File: config.mk
export PLATFORM = sky130hd
export DESIGN_NAME = img_rsz_frm_arb
export DESIGN_NICKNAME = d
export VERILOG_FILES = /design/src/rtl/img_rsz_frm_arb_pkg.sv /design/src/rtl/img_rsz_rr_pick.sv /design/src/rtl/img_rsz_frm_arb.sv
export SDC_FILE = /design/constraint.sdc
export NUM_CORES = 1
export LEC_CHECK = 0
export ABC_AREA = 1
export CORE_ASPECT_RATIO = 2
export CORE_MARGIN = 2
export CORE_UTILIZATION = 42
export DETAILED_ROUTE_END_ITERATION = 12
export PLACE_DENSITY = 0.86
export SLEW_MARGIN = 0
export SYNTH_ARGS = -nofsm -noshare
export SYNTH_HDL_FRONTEND = slang
export SYNTH_HIERARCHICAL = 1
export SYNTH_SLANG_ARGS = --single-unit
File: constraint.sdc
create_clock -name Clk -period 3.7 [get_ports Clk]
set_clock_uncertainty 0.15 [all_clocks]
set_input_delay 0.74 -clock Clk [delete_from_list [all_inputs] [get_ports Clk]]
set_output_delay 0.74 -clock Clk [all_outputs]
set_load 0.02 [all_outputs]
File: src/rtl/img_rsz_frm_arb_pkg.sv
// ============================================================================
// Package  : ImgRszPkg
// Purpose  : Shared image-resizer types and widths, plus the frame arbiter
//            FSM state encoding.
// Revision : 1.0  initial release
// ============================================================================
`default_nettype none

package ImgRszPkg;

    localparam int IMG_WIDTH_IDX_W    = 10;
    localparam int IMG_HEIGHT_IDX_W   = 10;
    localparam int PXL_PRIM_COLOR_W   = 8;
    localparam int PXL_PRIM_COLOR_NUM = 3;

    typedef logic [PXL_PRIM_COLOR_NUM-1:0][PXL_PRIM_COLOR_W-1:0] FcRszPxlData_t;

    typedef enum logic [1:0] {
        ARB_IDLE  = 2'd0,
        ARB_RUN   = 2'd1,
        ARB_DRAIN = 2'd2
    } ImgRszArbSt_t;

endpackage

`default_nettype wire

File: src/rtl/img_rsz_rr_pick.sv
// ============================================================================
// Module   : img_rsz_rr_pick
// Purpose  : Combinational round-robin picker. Searches requests starting at
//            (lastIdx+1) mod SRC_NUM and reports the first one found.
// Revision : 1.0  initial release
// ============================================================================
`default_nettype none

module img_rsz_rr_pick #(
    parameter int SRC_NUM = 2,
    parameter int IDX_W   = 1
) (
    input  logic [SRC_NUM-1:0] req,
    input  logic [IDX_W-1:0]   lastIdx,
    output logic [IDX_W-1:0]   winIdx,
    output logic               found
);

    logic [IDX_W-1:0] w_cand;

    // Walk offsets from farthest to nearest so the nearest requester wins
    always_comb begin
        winIdx = '0;
        found  = 1'b0;
        w_cand = '0;
        for (int i = SRC_NUM; i >= 1; i--) begin
            w_cand = IDX_W'((int'(lastIdx) + i) % SRC_NUM);
            if (req[w_cand]) begin
                winIdx = w_cand;
                found  = 1'b1;
            end
        end
    end

endmodule

`default_nettype wire

File: src/rtl/img_rsz_frm_arb.sv
// ============================================================================
// Module   : img_rsz_frm_arb
// Purpose  : Frame-granular round-robin arbiter feeding one image resizer from
//            SRC_NUM pixel streams. Ownership is held for a whole frame and
//            released when the resizer reports completion.
// Options  : IMG_RSZ_FRM_ARB_STAT_EN adds per-source completed-frame counters.
// Revision : 1.0  initial release
// ============================================================================
`default_nettype none

module img_rsz_frm_arb
    import ImgRszPkg::*;
#(
    parameter int SRC_NUM = 2,
    parameter int CNT_W   = 16
) (
    input  logic                                                            Clk,
    input  logic                                                            Reset,
    input  logic [SRC_NUM-1:0][IMG_WIDTH_IDX_W-1:0]                         SrcImgWidth,
    input  logic [SRC_NUM-1:0][IMG_HEIGHT_IDX_W-1:0]                        SrcImgHeight,
    input  logic [SRC_NUM-1:0][PXL_PRIM_COLOR_NUM-1:0][PXL_PRIM_COLOR_W-1:0] SrcPxlData,
    input  logic [SRC_NUM-1:0][IMG_WIDTH_IDX_W-1:0]                         SrcPxlX,
    input  logic [SRC_NUM-1:0][IMG_HEIGHT_IDX_W-1:0]                        SrcPxlY,
    input  logic [SRC_NUM-1:0]                                              SrcPxlVld,
    output logic [SRC_NUM-1:0]                                              SrcPxlRdy,
    output logic [IMG_WIDTH_IDX_W-1:0]                                      ImgWidth,
    output logic [IMG_HEIGHT_IDX_W-1:0]                                     ImgHeight,
    output logic [PXL_PRIM_COLOR_NUM-1:0][PXL_PRIM_COLOR_W-1:0]             PxlData,
    output logic [IMG_WIDTH_IDX_W-1:0]                                      PxlX,
    output logic [IMG_HEIGHT_IDX_W-1:0]                                     PxlY,
    output logic                                                            PxlVld,
    input  logic                                                            PxlRdy,
    input  logic                                                            RszImgComp,
    output logic [SRC_NUM-1:0]                                              Gnt,
    output logic                                                            Busy
`ifdef IMG_RSZ_FRM_ARB_STAT_EN
    ,
    output logic [SRC_NUM-1:0][CNT_W-1:0]                                   FrmCnt
`endif
);

    localparam int GNT_W = (SRC_NUM > 1) ? $clog2(SRC_NUM) : 1;

    ImgRszArbSt_t                r_state;
    ImgRszArbSt_t                w_nxtState;
    logic [GNT_W-1:0]            r_gntIdx;
    logic [GNT_W-1:0]            r_lastIdx;
    logic [GNT_W-1:0]            w_winIdx;
    logic                        w_found;
    logic [IMG_WIDTH_IDX_W-1:0]  r_hCnt;
    logic [IMG_HEIGHT_IDX_W-1:0] r_vCnt;
    logic [IMG_WIDTH_IDX_W-1:0]  r_imgWidth;
    logic [IMG_HEIGHT_IDX_W-1:0] r_imgHeight;
    logic                        w_beat;
    logic                        w_hLast;
    logic                        w_vLast;
    FcRszPxlData_t               w_ownPxl;

    img_rsz_rr_pick #(
        .SRC_NUM (SRC_NUM),
        .IDX_W   (GNT_W)
    ) u_pick (
        .req     (SrcPxlVld),
        .lastIdx (r_lastIdx),
        .winIdx  (w_winIdx),
        .found   (w_found)
    );

    assign w_beat  = (r_state == ARB_RUN) & SrcPxlVld[r_gntIdx] & PxlRdy;
    assign w_hLast = (r_hCnt == r_imgWidth  - IMG_WIDTH_IDX_W'(1));
    assign w_vLast = (r_vCnt == r_imgHeight - IMG_HEIGHT_IDX_W'(1));

    // Payload always follows the registered owner; validity is gated below
    assign w_ownPxl  = SrcPxlData[r_gntIdx];
    assign PxlData   = w_ownPxl;
    assign PxlX      = SrcPxlX[r_gntIdx];
    assign PxlY      = SrcPxlY[r_gntIdx];
    assign ImgWidth  = r_imgWidth;
    assign ImgHeight = r_imgHeight;

    // State register
    always_ff @(posedge Clk) begin
        if (Reset) begin
            r_state <= ARB_IDLE;
        end else begin
            r_state <= w_nxtState;
        end
    end

    // Next-state and handshake/grant outputs; everything is forced low in reset
    always_comb begin
        w_nxtState = r_state;
        Gnt        = '0;
        Busy       = 1'b0;
        PxlVld     = 1'b0;
        SrcPxlRdy  = '0;
        case (r_state)
            ARB_IDLE: begin
                if (w_found) begin
                    w_nxtState = ARB_RUN;
                end
            end
            ARB_RUN: begin
                if (RszImgComp) begin
                    w_nxtState = ARB_IDLE;
                end else if (w_beat && w_hLast && w_vLast) begin
                    w_nxtState = ARB_DRAIN;
                end
            end
            ARB_DRAIN: begin
                if (RszImgComp) begin
                    w_nxtState = ARB_IDLE;
                end
            end
            default: w_nxtState = ARB_IDLE;
        endcase
        if (!Reset && (r_state != ARB_IDLE)) begin
            Busy          = 1'b1;
            Gnt[r_gntIdx] = 1'b1;
            if (r_state == ARB_RUN) begin
                PxlVld              = SrcPxlVld[r_gntIdx];
                SrcPxlRdy[r_gntIdx] = PxlRdy;
            end
        end
    end

    // Grant capture, frame geometry latch, beat counters and last-owner memory
    always_ff @(posedge Clk) begin
        if (Reset) begin
            r_gntIdx    <= '0;
            r_lastIdx   <= GNT_W'(SRC_NUM - 1);
            r_hCnt      <= '0;
            r_vCnt      <= '0;
            r_imgWidth  <= '1;
            r_imgHeight <= '1;
        end else begin
            if ((r_state == ARB_IDLE) && w_found) begin
                r_gntIdx    <= w_winIdx;
                r_imgWidth  <= SrcImgWidth[w_winIdx];
                r_imgHeight <= SrcImgHeight[w_winIdx];
                r_hCnt      <= '0;
                r_vCnt      <= '0;
            end else if (w_beat) begin
                if (w_hLast) begin
                    r_hCnt <= '0;
                    r_vCnt <= r_vCnt + IMG_HEIGHT_IDX_W'(1);
                end else begin
                    r_hCnt <= r_hCnt + IMG_WIDTH_IDX_W'(1);
                end
            end
            if ((r_state != ARB_IDLE) && RszImgComp) begin
                r_lastIdx <= r_gntIdx;
            end
        end
    end

`ifdef IMG_RSZ_FRM_ARB_STAT_EN
    // Completed-frame counters; aborted frames never reach DRAIN so never count
    always_ff @(posedge Clk) begin
        if (Reset) begin
            FrmCnt <= '0;
        end else if ((r_state == ARB_DRAIN) && RszImgComp) begin
            FrmCnt[r_gntIdx] <= FrmCnt[r_gntIdx] + CNT_W'(1);
        end
    end
`endif

endmodule

`default_nettype wire

==> results.txt, run 1 <==
Post-synthesis sequential element count = 44
Seq/Total Area, Yosys = 24.4%
Drt first pass iters = 5
Synth top cells by count = nand2_1 (262), inv_1 (76), nor2_1 (62), dfxtp_1 (44), o211ai_1 (34)
Hold-fix buffers, CTS = 0
Pin count of the biggest net entering global routing = 48
Req. time, crit path = 2810 ps
Post-route ant nets = 0
VDD IR max = 186 µV
Area of the core = 8290 µm²
Post-Route WL = 14700 µm
Aggregate global-route resource usage = 30.7%
Synthesized area per cell = 5.77 µm²
PD cells = 299 nW/µm²
Largest area contributor in the netlist = nand2_1
Worst-Margin Slew = 763 ps
Critical-path top delay cell = clkdlybuf4s50_1
Post-route minimum period = 3480 ps
GPL Wtd Cong = 0.886
Vias/cell = 5.08
Synth top area share = 27.2%
Critical path cell sequence = clkdlybuf4s50_1 -> nor2_1 -> inv_1 -> nor4_1 -> buf_4 -> clkdlybuf4s50_1
Initial antenna violation count = 1
Setup violators final = 0
Initial Util = 43.6%
GRT overflow = 0
Final total power = 1770 µW
CTS root buf = clkbuf_16
Hold WS = 369 ps
Vias in the first global route = 4780
Post-synth EDFFs = 0
Max incr delay on CP = 610 ps
Setup Fix Bufs, Post-CTS = 0
CP Data Arrival Time = 2590 ps
Hold Path Class = reg2reg
Post-DR wirelength/cell = 15.9 µm
Vias = 4696
Crit Reg-Reg Endpoint = r_vCnt[9]
Clock transition at path regs = 60 ps
CP Class = in2out
Dominant cells by area after synthesis = nand2_1 (27%), dfxtp_1 (24%), inv_1 (7.9%)
Die Wd = 69.6 µm
CP startpoint kind = input port
Synth-to-Final Area Change = 64.1%
Hold Path Depth = 2
Crit-path most repeated cell = clkdlybuf4s50_1
WP depth = 6
Worst setup path end = SrcPxlRdy[1]
Worst R2R Start = ImgWidth[0]
Syn Nets = 765
CP Capture Type = output pin
Die area = 9410 µm²
Most numerous cell in the Yosys netlist = nand2_1
Final period util = 94.2%
Final max-slew violation count = 0
Cells after Synth = 627
CP top delay family = buffers and inverters
Register-to-Register Path Depth = 15
PortBufs = 203
CP max FO = 5
IO Pins = 204
Fillcell total = 710
RSZ-0062 raised after global routing = false
Post-synth cell types = 36
CTS tree = done
Max H-tree Level = 2
Finished Cell Area = 5930 µm²
Clk_lat worst skew = 290 ps
TNS Setup = 0 ps
Area after DPL = 5750 µm²
DRC viols = 0
R2r setup slk = 1320 ps
Static Leak = 0.00265 µW
Chip Height = 135 µm
Ys flop type = dfxtp_1
Max Cap Viol = 0
Post-Syn Area = 3610 µm²
Total CTS buffers = 5
Synthesis Warnings = 6
Slew HR = 49.1%
Final net count = 962
Worst Path Buf+Inv = 4
Num Clock Sinks = 44
Max clock buf depth = 2
Final hold vios = 0
Status = completed
Detailed placement HPWL = 12300 µm
Crit path from = Reset
Fmax = 287 MHz
Async set-or-reset flop fraction in the synthesized netlist = 0%
Initial DRC count = 225
Layout cells sized above 1 = 5.94%
# resized after CTS = 0
Site row count = 47
First-pass GRT wire length = 22700 µm
-- tightest hold or removal path: stages, from the launching register on --
cell	delay, ps
dfxtp_1	340
nand2_1	80
a21oi_1	50
-- metrics by stage --
stage / std cells / utilization, % / setup WS (ps)
6_report: 924 / 71.6 / 216
3_5_place_dp: 915 / 69.4 / 227
4_1_cts: 923 / 71.5 / 201
5_1_grt: 924 / 71.6 / 123
3_3_place_gp: 915 / 69.4 / 236
2_1_floorplan: 627 / - / 937
-- layout by cell type (no fill, tap or decap), types with 9 or more instances in the layout --
master	synthesis	routed
dfxtp_1	44	43
nand2_1	262	262
nand3_1	25	25
a21oi_1	10	9
clkdlybuf4s50_1	0	203
inv_1	76	76
o21ai_0	13	13
o211ai_1	34	34
xor2_1	13	13
nor2_1	62	62
-- cell type report --
class | count | area, µm² | area share (%)
timing repair buffer | 211 | 2090 | 35.3
antenna | 1 | 2.50 | 0.0422
clock buffer | 6 | 139 | 2.34
tap | 98 | 123 | 2.07
clock inverter | 2 | 38.8 | 0.654
sequential | 44 | 882 | 14.9
inverter | 83 | 312 | 5.25
multi-input combinational | 479 | 2340 | 39.5
-- routing by layer --
layer | global-route usage (%) | up-vias | wire length [µm] | share of wire [%]
met5 | 0 | - | 0 | 0
met4 | 18.6 | 0 | 796 | 5.4
met3 | 5.43 | 44 | 853 | 5.8
met2 | 60.8 | 224 | 8240 | 56
met1 | 28.1 | 2079 | 4820 | 33
li1 | - | 2349 | - | -
-- power by group --
| part | switching, µW | internal (µW) | leakage, µW | total, µW |
|---|---|---|---|---|
| clock | 196 | 338 | 0.0000871 | 534 |
| sequential | 35.1 | 500 | 0.000361 | 535 |
| combinational | 362 | 344 | 0.00220 | 706 |
| total | 592 | 1180 | 0.00265 | 1770 |
-- sequential cells by signal (all words and copies together) (netlist names) --
name and flops:
r_hCnt 10, ImgHeight 10, r_state 2, r_vCnt 10, r_lastIdx 1, r_gntIdx 1
ImgWidth 10
-- worst min path at each step --
stage	slack, ps	to	start
after floorplan	320	r_lastIdx	r_lastIdx
after global placement	330	r_vCnt[8]	r_vCnt[8]
after detailed placement	350	r_vCnt[8]	r_vCnt[8]
after CTS	360	r_vCnt[8]	r_vCnt[8]
after global routing	390	r_hCnt[0]	r_hCnt[0]
final	370	r_vCnt[5]	r_vCnt[5]
-- logic make-up (layout without fill, tap and decap cells) --
| family | count (synthesis) | in the layout | synth area share [%] |
|---|---|---|---|
| compound gates | 63 | 63 | 11.5 |
| xor+xnor | 21 | 21 | 5.50 |
| fa+ha+maj | 4 | 4 | 1.38 |
| buf+inv | 104 | 302 | 10.9 |
| flops | 44 | 44 | 24.4 |
| other cells | 0 | 1 | 0 |
| simple gates | 391 | 391 | 46.4 |
Power figures use the tool's default switching activity.
==> inputs of run 2 (changes only) <==
CAP_MARGIN = 20   (was default)
==> results of run 2 <==
Final layout, timing and power as in run 1 (identical DEF).
==> inputs of run 3 (changes only) <==
HOLD_SLACK_MARGIN = 0.1   (was default)
SETUP_SLACK_MARGIN = 0.1   (was default)
==> results of run 3 <==
Final layout, timing and power as in run 1 (identical DEF).
